--- config.mk ---
export PLATFORM = sky130hd
export DESIGN_NAME = ex_mem_stage
export DESIGN_NICKNAME = d
export VERILOG_FILES = /design/src/rtl/ex_mem_stage.sv
export SDC_FILE = /design/constraint.sdc
export NUM_CORES = 1
export LEC_CHECK = 0
export CORE_ASPECT_RATIO = 0.8
export CORE_MARGIN = 5
export CORE_UTILIZATION = 43
export CTS_BUF_LIST = sky130_fd_sc_hd__clkbuf_4 sky130_fd_sc_hd__clkbuf_8
export DETAILED_ROUTE_END_ITERATION = 8
export GPL_ROUTABILITY_DRIVEN = 0
export PLACE_DENSITY = 0.87
export RECOVER_POWER = 50
export SLEW_MARGIN = 20
export SYNTH_ARGS = -nofsm -noshare
export SYNTH_HDL_FRONTEND = slang
export SYNTH_SLANG_ARGS = --single-unit
--- constraint.sdc ---
create_clock -name clk -period 2 [get_ports clk]
set_input_delay 0.5 -clock clk [delete_from_list [all_inputs] [get_ports clk]]
set_output_delay 0.5 -clock clk [all_outputs]
set_load 0.005 [all_outputs]
--- src/rtl/ex_mem_stage.sv ---
// EX->MEM pipeline register with branch/jump resolution, one-cycle redirect and wrong-path squash.
// Optional EX_MEM_PERF_EN adds accept and redirect counters.
module ex_mem_stage #(
  parameter int XLEN   = 32,
  parameter int REG_AW = 5
) (
  input  logic              clk,
  input  logic              rst_n,
  input  logic              ex_valid,
  output logic              ex_ready,
  input  logic [XLEN-1:0]   alu_result,
  input  logic              alu_zero,
  input  logic [XLEN-1:0]   ex_rs2,
  input  logic [REG_AW-1:0] ex_rd,
  input  logic [4:0]        ex_ctl,
  input  logic              ex_jump,
  input  logic [XLEN-1:0]   ex_br_target,
  input  logic              flush,
  output logic              mem_valid,
  input  logic              mem_ready,
  output logic [XLEN-1:0]   mem_result,
  output logic [XLEN-1:0]   mem_rs2,
  output logic [REG_AW-1:0] mem_rd,
  output logic [2:0]        mem_ctl,
  output logic              redirect,
  output logic [XLEN-1:0]   redirect_pc
`ifdef EX_MEM_PERF_EN
  ,
  output logic [31:0]       perf_ops,
  output logic [31:0]       perf_redirects
`endif
);

  logic              mem_valid_q, mem_valid_d;
  logic [XLEN-1:0]   mem_result_q, mem_result_d;
  logic [XLEN-1:0]   mem_rs2_q, mem_rs2_d;
  logic [REG_AW-1:0] mem_rd_q, mem_rd_d;
  logic [2:0]        mem_ctl_q, mem_ctl_d;
  logic              redirect_q, redirect_d;
  logic [XLEN-1:0]   redirect_pc_q, redirect_pc_d;
  logic              squash_q, squash_d;
  logic              accept, taken;

  assign ex_ready = !mem_valid_q || mem_ready;
  assign taken    = ex_jump || (ex_ctl[1] && (alu_zero ^ ex_ctl[0]));
  // A squashed op is still consumed from EX, it just never reaches MEM.
  assign accept   = ex_valid && ex_ready && !flush && !squash_q;

  always_comb begin
    mem_valid_d   = mem_valid_q;
    mem_result_d  = mem_result_q;
    mem_rs2_d     = mem_rs2_q;
    mem_rd_d      = mem_rd_q;
    mem_ctl_d     = mem_ctl_q;
    redirect_pc_d = redirect_pc_q;
    redirect_d    = accept && taken;
    squash_d      = accept && taken;
    if (flush)          mem_valid_d = 1'b0;
    else if (accept)    mem_valid_d = 1'b1;
    else if (mem_ready) mem_valid_d = 1'b0;
    if (accept) begin
      mem_result_d = alu_result;
      mem_rs2_d    = ex_rs2;
      mem_rd_d     = ex_rd;
      mem_ctl_d    = ex_ctl[4:2];
      if (taken) redirect_pc_d = ex_br_target;
    end
  end

  always_ff @(posedge clk) begin
    if (!rst_n) begin
      mem_valid_q   <= 1'b0;
      mem_result_q  <= '0;
      mem_rs2_q     <= '0;
      mem_rd_q      <= '0;
      mem_ctl_q     <= '0;
      redirect_q    <= 1'b0;
      redirect_pc_q <= '0;
      squash_q      <= 1'b0;
    end else begin
      mem_valid_q   <= mem_valid_d;
      mem_result_q  <= mem_result_d;
      mem_rs2_q     <= mem_rs2_d;
      mem_rd_q      <= mem_rd_d;
      mem_ctl_q     <= mem_ctl_d;
      redirect_q    <= redirect_d;
      redirect_pc_q <= redirect_pc_d;
      squash_q      <= squash_d;
    end
  end

  assign mem_valid   = mem_valid_q;
  assign mem_result  = mem_result_q;
  assign mem_rs2     = mem_rs2_q;
  assign mem_rd      = mem_rd_q;
  assign mem_ctl     = mem_ctl_q;
  assign redirect    = redirect_q;
  assign redirect_pc = redirect_pc_q;

`ifdef EX_MEM_PERF_EN
  logic [31:0] perf_ops_q, perf_ops_d;
  logic [31:0] perf_redirects_q, perf_redirects_d;

  // Redirect count tracks the cause, so it lines up with the pulse one cycle later.
  always_comb begin
    perf_ops_d       = perf_ops_q + {31'd0, accept};
    perf_redirects_d = perf_redirects_q + {31'd0, redirect_d};
  end

  always_ff @(posedge clk) begin
    if (!rst_n) begin
      perf_ops_q       <= '0;
      perf_redirects_q <= '0;
    end else begin
      perf_ops_q       <= perf_ops_d;
      perf_redirects_q <= perf_redirects_d;
    end
  end

  assign perf_ops       = perf_ops_q;
  assign perf_redirects = perf_redirects_q;
`endif

endmodule

# Word-level counts from Yosys, hierarchy flattened
# Cells that the tools add are included.
# totals
ff_bits,106
wordCells,24
input_bits,113
# op_classes
muxes,2
n_reduce_logical,13
bitwise,2
# op_table
operator,count
logical AND 1 bit,5
logical NOT 1 bit,3
logical OR 1 bit,2
two-way mux 1 bit,2
AND reduction 2 bit,1
nonzero test 2 bit,1
OR reduction 2 bit,1
NOT 1 bit,1
bitwise XOR 1 bit,1

# Depth between registers and ports, before layout
# Gate-level depths: netlist of run 1.
# depth
ltp_word,6
depth_mapped,6

# Worst setup path after synthesis of run 1
# Ideal clock, no wire load.
# synth_path
path_kind,input -> register
from,input flush
to,register redirect_pc_q[10] (netlist: redirect_pc[10])
setup_time_ns,0.072
setup_slack_ns,0.542
arrival_ns,1.387
cell_stages,5
path_cell_list,nor3b_2 > nand2_4 > nor2_8 > buf_6 > mux2i_1
# synth_between
elab_chain_cells,4
# synth_lines
item,line,rtl
start: declaration,18,"input logic flush,"
logical NOT 1 bit,47,assign accept = ex_valid && ex_ready && !flush && !squash_q;
logical AND 1 bit (2 in series),47,
AND reduction 2 bit (no line),-,
end signal: assignment,87,redirect_pc_q <= redirect_pc_d;
end: declaration,40,"logic [XLEN-1:0] redirect_pc_q, redirect_pc_d;"
# Every way passes these cells.
# A chain may end at the register's enable or synchronous reset.

# Final worst setup path of run 1
# layout_path
from,input mem_ready
to,register mem_rs2_q[15] (netlist: mem_rs2[15])
# layout_between
elab_chain_cells,4
# layout_lines
item,line,rtl
start: declaration,20,"input logic mem_ready,"
logical OR 1 bit,44,assign ex_ready = !mem_valid_q || mem_ready;
logical AND 1 bit (3 in series),47,
end signal: assignment,83,mem_rs2_q <= mem_rs2_d;
end: declaration,36,"logic [XLEN-1:0] mem_rs2_q, mem_rs2_d;"
# Every way passes these cells.

==> flow_summary.ini, run 1 <==
[logic_synthesis]
synthesis.nets = 575
yosys_warnings = 0
avgSynthCellArea_um2 = 8.80
netlist_area_um2 = 4070
synth_top_area_share_pct = 52.2
ys_seq_elements = 106
synth_most_common_cell = nand2_1
synth_top_area_cell = dfxtp_1
ys_seq_area_share_pct = 52.2
netlist_top_cells_count = nand2_1, dfxtp_1, a21boi_1, mux2i_1, clkbuf_1
synth_cells = 462
synth_edf_count = 0
synth_flop_cell = dfxtp_1
synth_area_leaders = dfxtp_1, nand2_1, a21boi_1, mux2i_1, buf_6
synthArstFlopShare_pct = 0
ys_types = 18

[timing]
skew_ns = 0.00642
rsz0062_at_grt = no
timing.final.crit_period_ns = 1.84
max_freq_ghz = 0.543
holdWs_ns = 0.459
finalHoldViolations = 0
setup_violations = 0
tightest_slew_ns = 0.295
slew_viol_final = 0
period_share_pct = 92.0
maxSlewHeadroom_pct = 80.3

[global_routing]
busiest_layer = met2
grt_use_met3_pct = 11.4
grt_util_met1_pct = 20.2
first_global_vias = 3851
met2_usage_pct = 35.8
grt.overflow.total = 0
antenna_found_initial = 0
grt_pass1_wl_um = 18900
track_usage_pct = 20.1
grt_max_degree = 51

[routing]
drc_errors = 0
wl_per_cell_um = 15.4
ant_nets = 0
vias = 3825
firstDrtPassIters = 4
drtIter0Drc = 159
wirelength_um = 12100
viasPerCell = 4.84

[placed_design]
portBuffers = 219
post-dp-hpwl_um = 9270
place_inst = 776

[final_layout]
drive_gt1_share_pct = 4.44
n_antenna_cell = 0
num-nets-final = 785
final-instance-count-excl-fill = 790
syn_to_final_growth_pct = 61.0

[min_path]
hp-class = register to register
hp-start = redirect_pc[18]
holdPathStages = 2
hold_end = redirect_pc[18]

[die]
dieArea_um2 = 11500
core_um2 = 9150
die_h_um = 97.0
initial_core_util_pct = 44.4
ios = 220
rows = 31
die_w_um = 119

[status]
status = finished, final reports clean

[critical_path]
startpoint = mem_ready
worstRegToRegCells = 7
reg2reg_from = mem_valid
cp.required_ns = 2.27
crit_fanout = 30
timing.rr.end = mem_rs2[15]
cp-start-kind = input port
reg2reg_setup_slack_ns = 0.39
critPathArrivalTime_ns = 2.11
worst_setup_path_end_kind = register
path_class = input port to register

[clocking]
htreeDepth = 3
cts_tree = built
cts-root-buf = clkbuf_8
numCtsBuffers = 9
cts.clk_slew.worst_paths_ns = 0.09
clock_latency_ns = 0.36
postCtsSetupBuffers = 0
hold_buffers = 0
clock_sinks = 106
clk_path_buf_depth = 2

[job]
drv_cap = 0

[power]
leakagePower_nw = 2.39
p_per_area_nw_per_um2 = 639
max-vdd-ir-drop_uv = 439
## worst max path at each step
stage | cells past startpoint | endpoint | slack, ns
3_3_place_gp | 3 | ex_ready | -0.13
4_1_cts | 3 | ex_ready | 0.15
6_report | 8 | mem_rs2[15] | 0.16
5_1_grt | 8 | mem_result[4] | 0.07
3_5_place_dp | 3 | ex_ready | -0.12
2_1_floorplan | 5 | redirect_pc[10] | 0.54
## per-layer routing
layer | vias to the layer above | wire [µm]
li1 | 1886 | -
met1 | 1749 | 4480
met2 | 173 | 5960
met3 | 17 | 1480
met4 | 0 | 201
met5 | - | 0
## layout make-up
class / instances / area [µm²]
Clock buffer: 12 / 153
Fill cell: 668 / 2610
Clock inverter: 2 / 15.0
Sequential cell: 106 / 2120
Timing Repair Buffer: 232 / 2380
Multi-Input combinational cell: 322 / 1730
Inverter: 1 / 3.75
Tap cell: 115 / 144
## where the power goes
group	switching, W	leakage [nW]	internal [W]	total, W
sequential	0.0000505	0.865	0.00221	0.00226
combinational	0.000271	1.45	0.000475	0.000746
clock	0.000677	0.0814	0.000503	0.00118
total	0.000998	2.39	0.00319	0.00418
## through the flow
stage	power [W]	setup TNS [ns]	instance area [µm²]	setup WS, ns	util, %
after floorplan	0.00258	0	4070	0.542	-
after global placement	0.00305	-0.127	6390	-0.127	69.8
after detailed placement	0.00308	-0.685	6390	-0.116	69.8
after CTS	0.00425	0	6560	0.149	71.7
after global routing	0.00438	0	6550	0.0723	71.5
final	0.00418	0	6550	0.159	71.5
## layout by cell type (no fill, tap or decap), drive strengths merged, types with 2 or more instances in the layout
| cell | count |
|---|---|
| clkdlybuf4s50 | 213 |
| nand2 | 209 |
| dfxtp | 106 |
| a21boi | 72 |
| mux2i | 32 |
| clkbuf | 14 |
| buf | 12 |
| dlygate4sd3 | 4 |
| clkinvlp | 2 |
| and2 | 2 |
## critical path, cell delays in order
cell             delay (ns)
clkdlybuf4s50_1        0.38
nand2b_1               0.17
clkbuf_1               0.14
nand2_1                0.24
clkbuf_1               0.21
buf_12                 0.20
nand2_1                0.06
a21boi_0               0.19
## logic make-up after synthesis
group | count (synthesis) | share of synthesized area (%)
AND/OR/NAND/NOR | 215 | 21.0
flip-flops | 106 | 52.2
AO/OA/AOI/OAI | 74 | 13.6
buffers and inverters | 34 | 5.14
multiplexers | 32 | 7.88
XOR/XNOR | 1 | 0.215
## state kept, by name, indices dropped and copies added, names as in the netlist
register,flops
squash_q,1
mem_rs2,32
mem_valid,1
mem_ctl,3
mem_result,32
redirect_pc,32
mem_rd,5
## what timing repair did
item	in CTS	in global routing
hold endpoints to repair	0	0
gates resized for setup	1	0
setup endpoints to repair	1	0
No activity file was read; power rests on OpenSTA's default activity.
==> run 2: changes to the inputs <==
--- a/config.mk
+++ b/config.mk
@@ -5,6 +5,7 @@
 export SDC_FILE = /design/constraint.sdc
 export NUM_CORES = 1
 export LEC_CHECK = 0
+export ABC_CLOCK_PERIOD_IN_PS = 2000
 export CORE_ASPECT_RATIO = 0.8
 export CORE_MARGIN = 5
 export CORE_UTILIZATION = 43
@@ -17,3 +18,4 @@
 export SYNTH_ARGS = -nofsm -noshare
 export SYNTH_HDL_FRONTEND = slang
 export SYNTH_SLANG_ARGS = --single-unit
+export TNS_END_PERCENT = 100
==> results of run 2 <==
Same layout as run 1: the final DEF is identical, and so are final timing and power.
==> run 3: changes to the inputs <==
--- a/config.mk
+++ b/config.mk
@@ -7,7 +7,7 @@
 export LEC_CHECK = 0
 export ABC_CLOCK_PERIOD_IN_PS = 2000
 export CORE_ASPECT_RATIO = 0.8
-export CORE_MARGIN = 5
+export CORE_MARGIN = 10
 export CORE_UTILIZATION = 43
 export CTS_BUF_LIST = sky130_fd_sc_hd__clkbuf_4 sky130_fd_sc_hd__clkbuf_8
 export DETAILED_ROUTE_END_ITERATION = 8
==> run 3 against run 2 <==
Compared with the run above:
- combinational power fell by 1%
- die area rose by 20%
- sequential cell count did not move
- sequential share of layout area rose by 0.075 points
- global-route usage fell by 1.5 points
- non-clock buffer count fell by 3
- critical path type unchanged
- largest power group unchanged
==> flow_summary.ini, run 3 (synthesis results as in run 1) <==
[job]
drv_cap = 0

[final_layout]
final_common_cell = nand2_1
n_fill_cell = 657
drive_gt1_share_pct = 4.60
most-common-layout-cells = nand2_1, clkdlybuf4s50_1, dfxtp_1
multiInputGateArea_um2 = 1720
syn_to_final_growth_pct = 60.6
post-route-util_pct = 71.3
seqCellArea_um2 = 2120
n_antenna_cell = 0
num-nets-final = 782

[power]
leakagePower_nw = 2.43
combinationalPowerShare_pct = 17.3
clockPowerShare_pct = 29.5
power_switching_w = 0.00102
p_per_area_nw_per_um2 = 651
max-vdd-ir-drop_uv = 629
p_seq_share_pct = 53.1
p_int_w = 0.00323
switching_share_pct = 24.1
power_w = 0.00425

[critical_path]
startpoint = mem_ready
cp.required_ns = 2.29
critPathArrivalTime_ns = 2.12
path_class = input port to register
reg2reg_from = mem_valid
cp_slowest_stage_delay_ns = 0.45
path_cells = clkdlybuf4s50_1 > nand2b_1 > clkbuf_1 > nand2_4 > nor2_2 > buf_12 > mux2i_1
reg2reg_setup_slack_ns = 0.43
crit_buf_inv = 3
path_delay_family = buffers and inverters
worst_setup_path_end_kind = register
cp_slowest_cell = clkdlybuf4s50_1
cp-start-kind = input port
crit_fanout = 13
timing.rr.end = redirect_pc[26]
worstRegToRegCells = 6

[die]
rows = 31
die_h_um = 107
die_w_um = 129
dieArea_um2 = 13800
initial_core_util_pct = 44.4
ios = 220
core_um2 = 9150

[timing]
setup_violations = 0
rsz0062_at_grt = no
fin_ws_ns = 0.166
finalHoldViolations = 0
holdWs_ns = 0.455
slew_viol_final = 0
tightest_slew_ns = 0.413
skew_ns = 0.00608
period_share_pct = 91.7
timing.final.crit_period_ns = 1.83
max_freq_ghz = 0.545
maxSlewHeadroom_pct = 72.5

[global_routing]
grt.overflow.total = 0
antenna_found_initial = 0
track_usage_pct = 18.6
grt_pass1_wl_um = 20500
first_global_vias = 3957
grt_max_degree = 67

[clocking]
numCtsBuffers = 9
clk_path_buf_depth = 2
cts_resized = 1
cts-root-buf = clkbuf_8
hold_buffers = 0
htreeDepth = 3
clock_sinks = 106
clock_latency_ns = 0.36
postCtsSetupBuffers = 0
cts.clk_slew.worst_paths_ns = 0.10
cts_tree = built

[routing]
firstDrtPassIters = 4
wl_per_cell_um = 16.9
ant_nets = 0
drc_errors = 0
wirelength_um = 13400
vias = 3768
viasPerCell = 4.78
drtIter0Drc = 154

[min_path]
holdPathStages = 2
hp-start = mem_rs2[26]
hold_end = mem_rs2[26]
hp-class = register to register

[status]
status = finished, final reports clean

[placed_design]
portBuffers = 219
place_ws_ns = -0.0862
post-dp-hpwl_um = 10400
[run 3: metrics by stage]
stage | TNS [ns] | instances | area [µm²]
after floorplan | 0 | 462 | 4070
after global placement | -0.0833 | 773 | 6360
after detailed placement | -1.58 | 773 | 6360
after CTS | 0 | 789 | 6550
after global routing | 0 | 789 | 6530
final | 0 | 789 | 6530
[run 3: power by group through the flow]
stage               Combinational [W]  Clock (W)  Sequential [W]
floorplan                    0.000263          0         0.00231
global placement             0.000741          0         0.00230
detailed placement           0.000762          0         0.00231
CTS                          0.000767    0.00129         0.00226
global route                 0.000798    0.00136         0.00227
finish                       0.000737    0.00125         0.00226
[run 3: worst max-delay path by stage]
stage | endpoint | slack (ns) | cells after the start
final | redirect_pc[26] | 0.17 | 7
after global placement | ex_ready | -0.08 | 3
after CTS | ex_ready | 0.17 | 3
after global routing | redirect_pc[26] | 0.08 | 7
after detailed placement | ex_ready | -0.09 | 3
after floorplan | redirect_pc[10] | 0.54 | 5
[run 3: area by class of cell]
cell class / count / share of cell area (%)
multi-input cells: 322 / 26.4
repair buffers: 229 / 35.9
clock inverters: 3 / 0.364
inverters: 1 / 0.0575
well taps: 115 / 2.20
flip-flops and latches: 106 / 32.5
clock buffers: 13 / 2.55
[run 3: tightest hold or removal path: cells and delay by family (launching register included)]
kind,cells,cell delay [ns]
flops,1,0.32
simple gates,1,0.05
compound gates,1,0.05
[run 3: per-layer routing]
layer  global-route usage (%)  routed length [µm]  share of wire [%]
met3                     10.6                1650                 12
met2                     32.4                6380                 48
met1                     18.6                5050                 38
met4                     5.75                 283                2.1
met5                        0                   0                  0
==> RTL edit: new RTL, config.mk and constraints of run 2 <==
The option `EX_MEM_PERF_EN` is turned on by a define.
--- a/src/rtl/ex_mem_stage.sv
+++ b/src/rtl/ex_mem_stage.sv
@@ -1,5 +1,7 @@
 // EX->MEM pipeline register with branch/jump resolution, one-cycle redirect and wrong-path squash.
 // Optional EX_MEM_PERF_EN adds accept and redirect counters.
+`define EX_MEM_PERF_EN
+
 module ex_mem_stage #(
   parameter int XLEN   = 32,
   parameter int REG_AW = 5
Function (old outputs only; new: perf_ops and perf_redirects): kept (equiv_simple and equiv_induct, registers matched by name and starting in step).
==> RTL edit against run 2 <==
The flow now finishes with violations (negative setup slack); via count grew 94%; clock power up 120%; synthesized cell count increased by 76%; routed wire length grew 100%; maximum frequency is 32% lower; combinational power grew 11%; setup slack got worse by 850 ps; count of clock-buffer cells in the layout increased by 9; total power grew 67%; area after synthesis up 65%; core utilization rose by 3.7 points; cell area is 74% higher; sequential cell count up 64; largest power group unchanged.
==> RTL edit: results (changes against run 2) <==
[power_and_ir_drop]
seq-power_mw=3.53  ; +56%
clk-power_mw=2.61  ; +120%
swShare_pct=23.9  ; +0.041 points
p_switching_mw=1.67  ; +67%
leakage_nw=4.31  ; +80%
vdd_drop_max_mv=0.431  ; -1.7%

[layout]
buf_share_pct=31.9  ; -4.5 points
inverters=10  ; +9
layout-drive-gt1-share_pct=19.9  ; +15 points
clk_share_pct=3.70  ; +1.1 points
num-nets-final=1261  ; +61%
multiInputGateArea_um2=3610  ; +110%
final.fill_count=1038  ; +55%
signal_buffers=367  ; +58%
seq_share_pct=30.1  ; -2.3 points
flops_and_latches=170  ; +60%
num-clock-buffers=21  ; +9
multi_input_cells=578  ; +80%

[detailed_routing]
routed_wl_um=24700  ; +100%
drt_iter0_drc=539  ; +240%
via_per_inst=5.42  ; +12%
wl_per_cell_um=18.1  ; +18%
first_pass_iters=5  ; +1

[synthesis]
syn_nets=931  ; +62%
syn_inst=814  ; +76%
yosys.cell_types.count=35  ; +17
synth_common_cells=170 x dfxtp_1, 170 x nand2_1, 136 x a21oi_1
syn_avg_cell_area_um2=8.23  ; -6.4%
seq_area_frac_synth_pct=50.8  ; -1.4 points
synth_area_leaders=dfxtp_1 51%, a21oi_1 10%, nand2_1 9.5%
synth_compound_area_share_pct=15.8  ; +2.2 points
synthXorXnorAreaFrac_pct=3.14  ; +2.9 points
synth-adder-area-share_pct=0.747  ; +0.75 points
ys_warn_count=0  ; unchanged

[sta]
final.setup_skew_ps=13.8  ; +7.41 ps
max_slew.worst_pin.slew_ps=1090  ; +795 ps
setup_tns_ps=-19660  ; -19,660 ps
setup_viol=46  ; +46
fin_ws_ps=-693  ; -852 ps

[global_routing]
grt_max_degree=77  ; +51%
grt_first_pass_wirelength_um=35900  ; +90%
grt_pass1_vias=7015  ; +82%
track_usage_pct=24.2  ; +4.1 points

[critical_path]
critical_path.top_delay_family=simple AND/OR/NAND/NOR gates
cpMaxStageDelayCell=or4_4
reg2regPathDepth=10  ; +3
r2r-end=perf_redirects[20]

[clock_network]
worstSkewPairLatency_ps=450  ; +90 ps
clock_path_buffers=2  ; unchanged
h-tree-depth=4  ; +1
cts_buffers=17  ; +8

[hold_path]
min_from=flush
hp-class=input port to flip-flop
holdPathEnd=mem_valid

[placement]
place_ws_ps=-1280  ; -1170 ps
post_dp_cell_area_um2=10200  ; +59%
io_buffers=283  ; +29%
place_hpwl_um=15900  ; +71%

[outcome]
violations=negative setup slack
status=finished with violations

[RTL edit: metal layers]
layer  vias up  GRT usage, %  routed length [um]
met1      3543          29.1                9560
met4         0          6.86                 626
met3        57          7.62                2080
li1       3488             -                   -
met5         -             0                   0
met2       315          42.0               12400
[RTL edit: cells by family after synthesis]
logic type	after synthesis
mux	6
compound gates	201
fa+ha+maj	4
xor+xnor	24
simple gates	342
buf+inv	67
flops	170
[RTL edit: worst max path at each step]
stage / start / end / slack [ps] / cells past startpoint
4_1_cts: squash_q / perf_ops[20] / -700 / 10
2_1_floorplan: flush / perf_ops[24] / -890 / 11
5_1_grt: mem_valid / perf_redirects[20] / -780 / 10
3_5_place_dp: mem_ready / perf_ops[28] / -1280 / 11
3_3_place_gp: mem_ready / perf_ops[24] / -1210 / 11
6_report: mem_valid / perf_redirects[20] / -690 / 10
[RTL edit: what timing repair did]
item                       4_1_cts  5_1_grt
setup buffers                   10       15
pin swaps                       27       51
cloned                           2        1
setup endpoints to repair      118       88
resized for setup               51      113
